[config.mk]
export PLATFORM = sky130hd
export DESIGN_NAME = br_redirect
export DESIGN_NICKNAME = d
export VERILOG_FILES = /design/src/rtl/br_redirect.sv
export SDC_FILE = /design/constraint.sdc
export NUM_CORES = 1
export LEC_CHECK = 0
export BUFFER_PORTS_ARGS = -buffer_cell sky130_fd_sc_hd__buf_2
export CAP_MARGIN = 30
export CORE_MARGIN = 2
export CORE_UTILIZATION = 45
export DETAILED_ROUTE_END_ITERATION = 7
export PLACE_DENSITY = 0.83
export SYNTH_ARGS = -nofsm -noshare
export SYNTH_HDL_FRONTEND = slang
export SYNTH_SLANG_ARGS = --single-unit
[constraint.sdc]
create_clock -name clk -period 3.1 [get_ports clk]
set_input_delay 0.31 -clock clk [delete_from_list [all_inputs] [get_ports clk]]
set_output_delay 0.31 -clock clk [all_outputs]
set_load 0.05 [all_outputs]
[src/rtl/br_redirect.sv]
// Branch resolution: checks each execute-stage result against the fetch
// prediction, emits register writeback, and drives the fetch redirect handshake.
module br_redirect #(
  parameter int unsigned XLEN  = 32,
  parameter int unsigned CNT_W = 32
) (
  input  logic             clk,
  input  logic             rst,
  input  logic             res_valid,
  output logic             res_ready,
  input  logic [XLEN-1:0]  res_pc,
  input  logic [XLEN-1:0]  res_pred_next,
  input  logic             res_br_valid,
  input  logic [XLEN-1:0]  res_br_target,
  input  logic             res_wr_en,
  input  logic [4:0]       res_rd_idx,
  input  logic [XLEN-1:0]  res_rd_val,
  input  logic             flush_in,
  output logic             wb_valid,
  output logic [4:0]       wb_idx,
  output logic [XLEN-1:0]  wb_val,
  output logic             redir_valid,
  output logic [XLEN-1:0]  redir_pc,
  input  logic             redir_ready,
  output logic             flush_out,
  output logic [CNT_W-1:0] mispred_cnt
);

  typedef enum logic [0:0] {
    IDLE     = 1'b0,
    WAIT_ACK = 1'b1
  } state_t;

  state_t          state;
  logic [XLEN-1:0] actual_next;
  logic            accept;
  logic            mispred;
  logic            wb_take;

  // res_ready is gated by rst so nothing is accepted during the reset cycle.
  always_comb begin
    actual_next = res_br_valid ? res_br_target : (res_pc + XLEN'(4));
    res_ready   = (state == IDLE) && !flush_in && rst;
    accept      = res_valid && res_ready;
    mispred     = accept && (actual_next != res_pred_next);
    wb_take     = accept && res_wr_en && (res_rd_idx != 5'd0);
  end

  always_ff @(posedge clk) begin
    if (!rst) begin
      state       <= IDLE;
      wb_valid    <= 1'b0;
      wb_idx      <= '0;
      wb_val      <= '0;
      redir_valid <= 1'b0;
      redir_pc    <= '0;
      flush_out   <= 1'b0;
      mispred_cnt <= '0;
    end else begin
      wb_valid  <= wb_take;
      flush_out <= mispred;
      if (wb_take) begin
        wb_idx <= res_rd_idx;
        wb_val <= res_rd_val;
      end
      case (state)
        IDLE: begin
          if (mispred) begin
            state       <= WAIT_ACK;
            redir_valid <= 1'b1;
            redir_pc    <= actual_next;
            if (mispred_cnt != '1)
              mispred_cnt <= mispred_cnt + CNT_W'(1);
          end
        end
        WAIT_ACK: begin
          // Either a handshake or an external flush retires the pending redirect.
          if (redir_ready || flush_in) begin
            state       <= IDLE;
            redir_valid <= 1'b0;
          end
        end
        default: begin
          state       <= IDLE;
          redir_valid <= 1'b0;
        end
      endcase
    end
  end

endmodule

[Yosys cells after proc, flatten, opt, wreduce, memory -nomap -nowiden]
Cells that the tools add are included.
Operators by class
  bitwise gates (word level): 1
  muxes and demuxes: 7
  add/sub/neg operators: 2
  reductions and logical operators: 12
  equality and inequality tests: 4
Operator list (number)
  32-bit by 1-bit adder with 32-bit output (second input constant): 1
  32-bit by 3-bit adder with 32-bit output (second input constant): 1
  32-bit 2-to-1 mux: 1
  32-bit inequality test: 1
  32-bit inequality test (second input constant): 1
  1-bit logical AND: 6
  5-bit nonzero test: 1
  1-bit 2-to-1 mux: 4
  1-bit case mux with 2 select lines: 2
  2-bit AND reduction: 2
  3-bit AND reduction: 1
  2-bit by 1-bit inequality test with 1-bit output (second input constant): 1
  2-bit inequality test (second input constant): 1
  1-bit logical NOT: 1
  1-bit logical OR: 1
  1-bit inverter: 1
Storage, ports and cells
  register bits: 105
  logic and storage cells: 34
  input port bits: 140
  output and inout bits: 105

[Depth between registers and ports, before layout]
  depth in word-level cells: 7
  depth in mapped cells: 13
  gate-level depth less buffers: 11

[Worst setup path after synthesis]
Ideal clock, no wire load.
  kind: in2reg
  from: in res_pc[6]
  to: reg mispred_cnt[31]
  stages: 12
  setup time: 0.076 ns
  slack: -0.019 ns
  data required time: 3.024 ns
  arrival time: 3.042 ns
  buffers on the path: 2
  cell sequence: buf_2 nand3_2 or4_4 buf_2 xnor2_1 o21a_1 a2111oi_0 nand4_1 or4_4 nand4_1 or3_1 mux2i_1
Between the ends
  cells in the longest elaborated chain, start to end: 5
RTL lines
  start: declaration: RTL line 11  | input logic [XLEN-1:0] res_pc,
  32-bit by 3-bit adder with 32-bit output: RTL line 42  | actual_next = res_br_valid ? res_br_target : (res_pc + XLEN'(4));
  32-bit 2-to-1 mux: RTL line 42
  32-bit inequality test: RTL line 45  | mispred = accept && (actual_next != res_pred_next);
  1-bit logical AND: RTL line 45
  3-bit AND reduction (no source line)
  end signal: assignment: RTL line 73  | mispred_cnt <= mispred_cnt + CNT_W'(1);
  end: declaration: RTL line 26  | output logic [CNT_W-1:0] mispred_cnt
Every way passes these cells.
A chain may end at the register's enable or synchronous reset.

[Worst setup path after layout]
  from: in res_pc[6]
  to: reg redir_pc[0]
Between the ends
  cells in the longest elaborated chain, start to end: 5
RTL lines
  32-bit by 3-bit adder with 32-bit output: RTL line 42
  32-bit 2-to-1 mux: RTL line 42
  32-bit inequality test: RTL line 45
  1-bit logical AND: RTL line 45
  2-bit AND reduction (no source line)
  end signal: assignment: RTL line 71  | redir_pc <= actual_next;
  end: declaration: RTL line 23  | output logic [XLEN-1:0] redir_pc,
Every way passes these cells.

==> flow_metrics.env <==
export IMPL_finalCriticalPeriod_ns=3.01
export IMPL_synthesis_nets=947
export IMPL_ir_drop_mv=0.283
export IMPL_critPathRequiredTime_ns=3.37
export IMPL_fillers=1224
export IMPL_post_route_drc_count=0
export IMPL_ys_async_sr_fraction_pct=0
export IMPL_finalHoldViolCount=0
export IMPL_synth_ff_type="dfxtp_1"
export IMPL_postCtsHoldBufs=0
export IMPL_netlist_area_um2=6260
export IMPL_combPwrFrac_pct=21.9
export IMPL_rows=43
export IMPL_ant_nets=0
export IMPL_clkPwrFrac_pct=34.4
export IMPL_syn_inst=805
export IMPL_grt_pass1_vias=6560
export IMPL_start_util_pct=45.7
export IMPL_die_height_um=122
export IMPL_yosysSeqAreaShare_pct=33.6
export IMPL_max_slew_margin_pct=38.3
export IMPL_rsz0062_at_grt="true"
export IMPL_synth_xor_area_share_pct=11.2
export IMPL_layout_common_cells="buf_2 (244), nand2_1 (151), dfxtp_1 (105), buf_4 (93), nor2_1 (66)"
export IMPL_clk_pin_slew_worst_paths_ns=0.07
export IMPL_path_buf_inv=6
export IMPL_synth_top_family_by_area="simple AND/OR/NAND/NOR gates"
export IMPL_gr_total_overflow=0
export IMPL_hold_path_depth=3
export IMPL_insertedDiodeCount=0
export IMPL_synth_compound_area_share_pct=13.5
export IMPL_totalWireLength_mm=20.9
export IMPL_worst_endpoint_arrival_ns=3.29
export IMPL_drv_slew=0
export IMPL_grt_usage_pct=27.6
export IMPL_ys_seq_elements=105
export IMPL_finalNetCount=1250
export IMPL_vias=7007
export IMPL_p_seq_share_pct=43.7
export IMPL_crit_path_frequent_cell="buf_4"
export IMPL_grt_pass1_wl_mm=32.6
export IMPL_r2r_cells=10
export IMPL_muxShareOfSynthArea_pct=7.35
export IMPL_cts_sinks=105
export IMPL_boundaryPins=245
export IMPL_cts_buffers=9
export IMPL_synthAdderAreaFrac_pct=0.399
export IMPL_die_w_um=122
export IMPL_first_pass_iters=5
export IMPL_r2r_end="mispred_cnt[30]"
export IMPL_synth_edf_count=0
export IMPL_place_gp_congestion=0.951
export IMPL_syn_area_per_cell_um2=7.78
export IMPL_crit_type="input pin to register"
export IMPL_htree_levels=3
export IMPL_swShare_pct=30.8
export IMPL_clockBufferDepth=2
export IMPL_hold_class="input pin to register"
export IMPL_cp_start_kind="input pin"
export IMPL_finalClockSkew_ns=0.00741
export IMPL_io_buffers=244
export IMPL_critPathMaxFanout=18
export IMPL_yosys_warnings=0
export IMPL_rrSetupSlack_ns=0.34
export IMPL_root_buffer="clkbuf_16"
export IMPL_drt_iter0_markers=544
export IMPL_worstPathCellList="buf_2 > nand3_2 > or4_4 > buf_4 > a211o_1 > a2111oi_1 > buf_4 > nand4_1 > nor4_4 > buf_4 > nor2_4 > buf_12 > buf_4 > a211oi_2"
export IMPL_slowest_delay_ns=0.62
export IMPL_total_power_mw=3.19
export IMPL_clock_fmax_mhz=332
export IMPL_synthSimpleGateAreaFrac_pct=29.3
export IMPL_core_area_um2=13700
export IMPL_dp_final_hpwl_mm=16.3
export IMPL_cts_tree="built"
export IMPL_area_delta_synth_final_pct=37.2
export IMPL_outcome="finished, final reports clean"
export IMPL_tns_ns=0
export IMPL_avgRoutedWirePerCell_um=16.2
export IMPL_die_area_um2=14900
export IMPL_setup_viol=0
export IMPL_worstSkewPairLatency_ns=0.35
export IMPL_synthDistinctLibCells=68
export IMPL_whs_endpoint="wb_val[15]"
export IMPL_antenna_found_initial=0
export IMPL_net_switching_power_uw=981
export IMPL_cpMaxStageDelayCell="or4_4"
export IMPL_p_int_mw=2.21
export IMPL_min_delay_start="res_rd_val[15]"
export IMPL_leakagePower_nw=3.76
export IMPL_layout_commonest_cell="buf_2"
export IMPL_vias_per_cell=5.42
export IMPL_crit_family="simple AND/OR/NAND/NOR gates"
export IMPL_grt_max_degree=82
export IMPL_drive_gt1_share_pct=35.2
export IMPL_worstMarginPinSlew_ns=0.925
export IMPL_cp_end_kind="register"
export IMPL_cap_violations=0
export IMPL_fin_crit_sh_pct=97.2
export IMPL_rr_startpoint="mispred_cnt[12]"
export IMPL_power_density_nw_per_um2=371
-- worst register-to-register path: stages (launching register included) --
cell	delay, ns
dfxtp_1	0.41
and3_1	0.23
and3_1	0.24
nand4_1	0.18
nor4_1	0.34
buf_4	0.21
nand4_1	0.26
nand2_1	0.36
nor2_4	0.12
nand4_1	0.12
mux2i_1	0.21
-- metal layers --
layer / vias to the layer above / track usage (%) / share of wire, %
met2: 324 / 46.1 / 49
met4: 0 / 12.3 / 3.1
met3: 43 / 4.54 / 7.5
li1: 3422 / - / -
met1: 3218 / 34.8 / 41
met5: - / 0 / 0
-- state kept, by name, indices dropped and copies added (netlist names) --
| register | cells |
|---|---|
| flush_out | 1 |
| wb_val | 32 |
| redir_valid | 1 |
| wb_idx | 5 |
| redir_pc | 32 |
| wb_valid | 1 |
| state | 1 |
| mispred_cnt | 32 |
-- cell type report --
| cell class | instances | area, µm² | area share (%) |
|---|---|---|---|
| clock buffer | 10 | 229 | 2.66 |
| multi-input combinational | 634 | 3950 | 45.9 |
| tap | 180 | 225 | 2.62 |
| inverter | 18 | 67.6 | 0.786 |
| timing repair buffer | 340 | 1980 | 23.0 |
| clock inverter | 6 | 47.5 | 0.553 |
| sequential | 105 | 2100 | 24.5 |
-- worst max-delay path by stage --
| stage | startpoint | end | slack (ns) | cells after the start |
|---|---|---|---|---|
| 2_1_floorplan | res_pc[6] | mispred_cnt[31] | 0.003 | 11 |
| 3_3_place_gp | res_pc[2] | mispred_cnt[7] | -0.26 | 13 |
| 3_5_place_dp | res_pc[2] | mispred_cnt[30] | -0.31 | 16 |
| 4_1_cts | res_pc[2] | mispred_cnt[30] | 0.07 | 15 |
| 5_1_grt | res_pc[2] | mispred_cnt[30] | -0.04 | 15 |
| 6_report | res_pc[6] | redir_pc[0] | 0.09 | 14 |
-- kinds of logic (layout without fill, tap and decap cells) --
family / count (synthesis) / count (layout)
flip-flops: 105 / 105
XOR/XNOR: 80 / 80
AND/OR/NAND/NOR: 372 / 372
AO/OA/AOI/OAI: 134 / 134
buffers and inverters: 66 / 374
multiplexers: 46 / 46
adder cells (fa/ha/maj): 2 / 2
-- Yosys cell counts (5+ instances only) --
cell type	n	area (µm²)
and3_1	13	81.3
nand2_1	151	567
mux2i_1	46	460
nor4_1	15	93.8
xor2_1	26	228
a21oi_1	49	245
nand2b_1	10	62.6
or3_1	6	37.5
xnor2_1	54	473
and4_1	6	52.6
nand3_1	23	115
buf_6	5	56.3
o21ai_0	32	160
o31ai_1	7	52.6
clkbuf_1	33	124
nor3b_1	6	45.0
nor2_1	66	248
inv_1	16	60.1
a31oi_1	5	31.3
nand4_1	23	144
dfxtp_1	105	2100
a211oi_1	7	52.6
nor3_1	22	110
-- per-stage QoR --
stage | area (µm²) | hold WS [ns] | cells | worst slack (ns) | utilization [%]
after floorplan | 6270 | 0.446 | 805 | 0.00256 | -
after global placement | 8230 | 0.439 | 1273 | -0.257 | 60.0
after detailed placement | 8230 | 0.444 | 1273 | -0.308 | 60.0
after CTS | 8510 | 0.180 | 1289 | 0.0652 | 62.0
after global routing | 8600 | 0.189 | 1293 | -0.0436 | 62.7
final | 8600 | 0.186 | 1293 | 0.0876 | 62.7
-- repair_timing --
item / 4_1_cts / 5_1_grt
gates resized for setup: 0 / 13
setup buffers: 0 / 4
setup endpoints to repair: 0 / 66
-- power groups by stage --
stage	registers (mW)	logic, mW	clock network (mW)
final	1.39	0.698	1.10
after global routing	1.40	0.747	1.17
after CTS	1.39	0.679	1.11
after detailed placement	1.42	0.677	0
after global placement	1.42	0.670	0
after floorplan	1.52	0.275	0
Power figures use the tool's default switching activity.
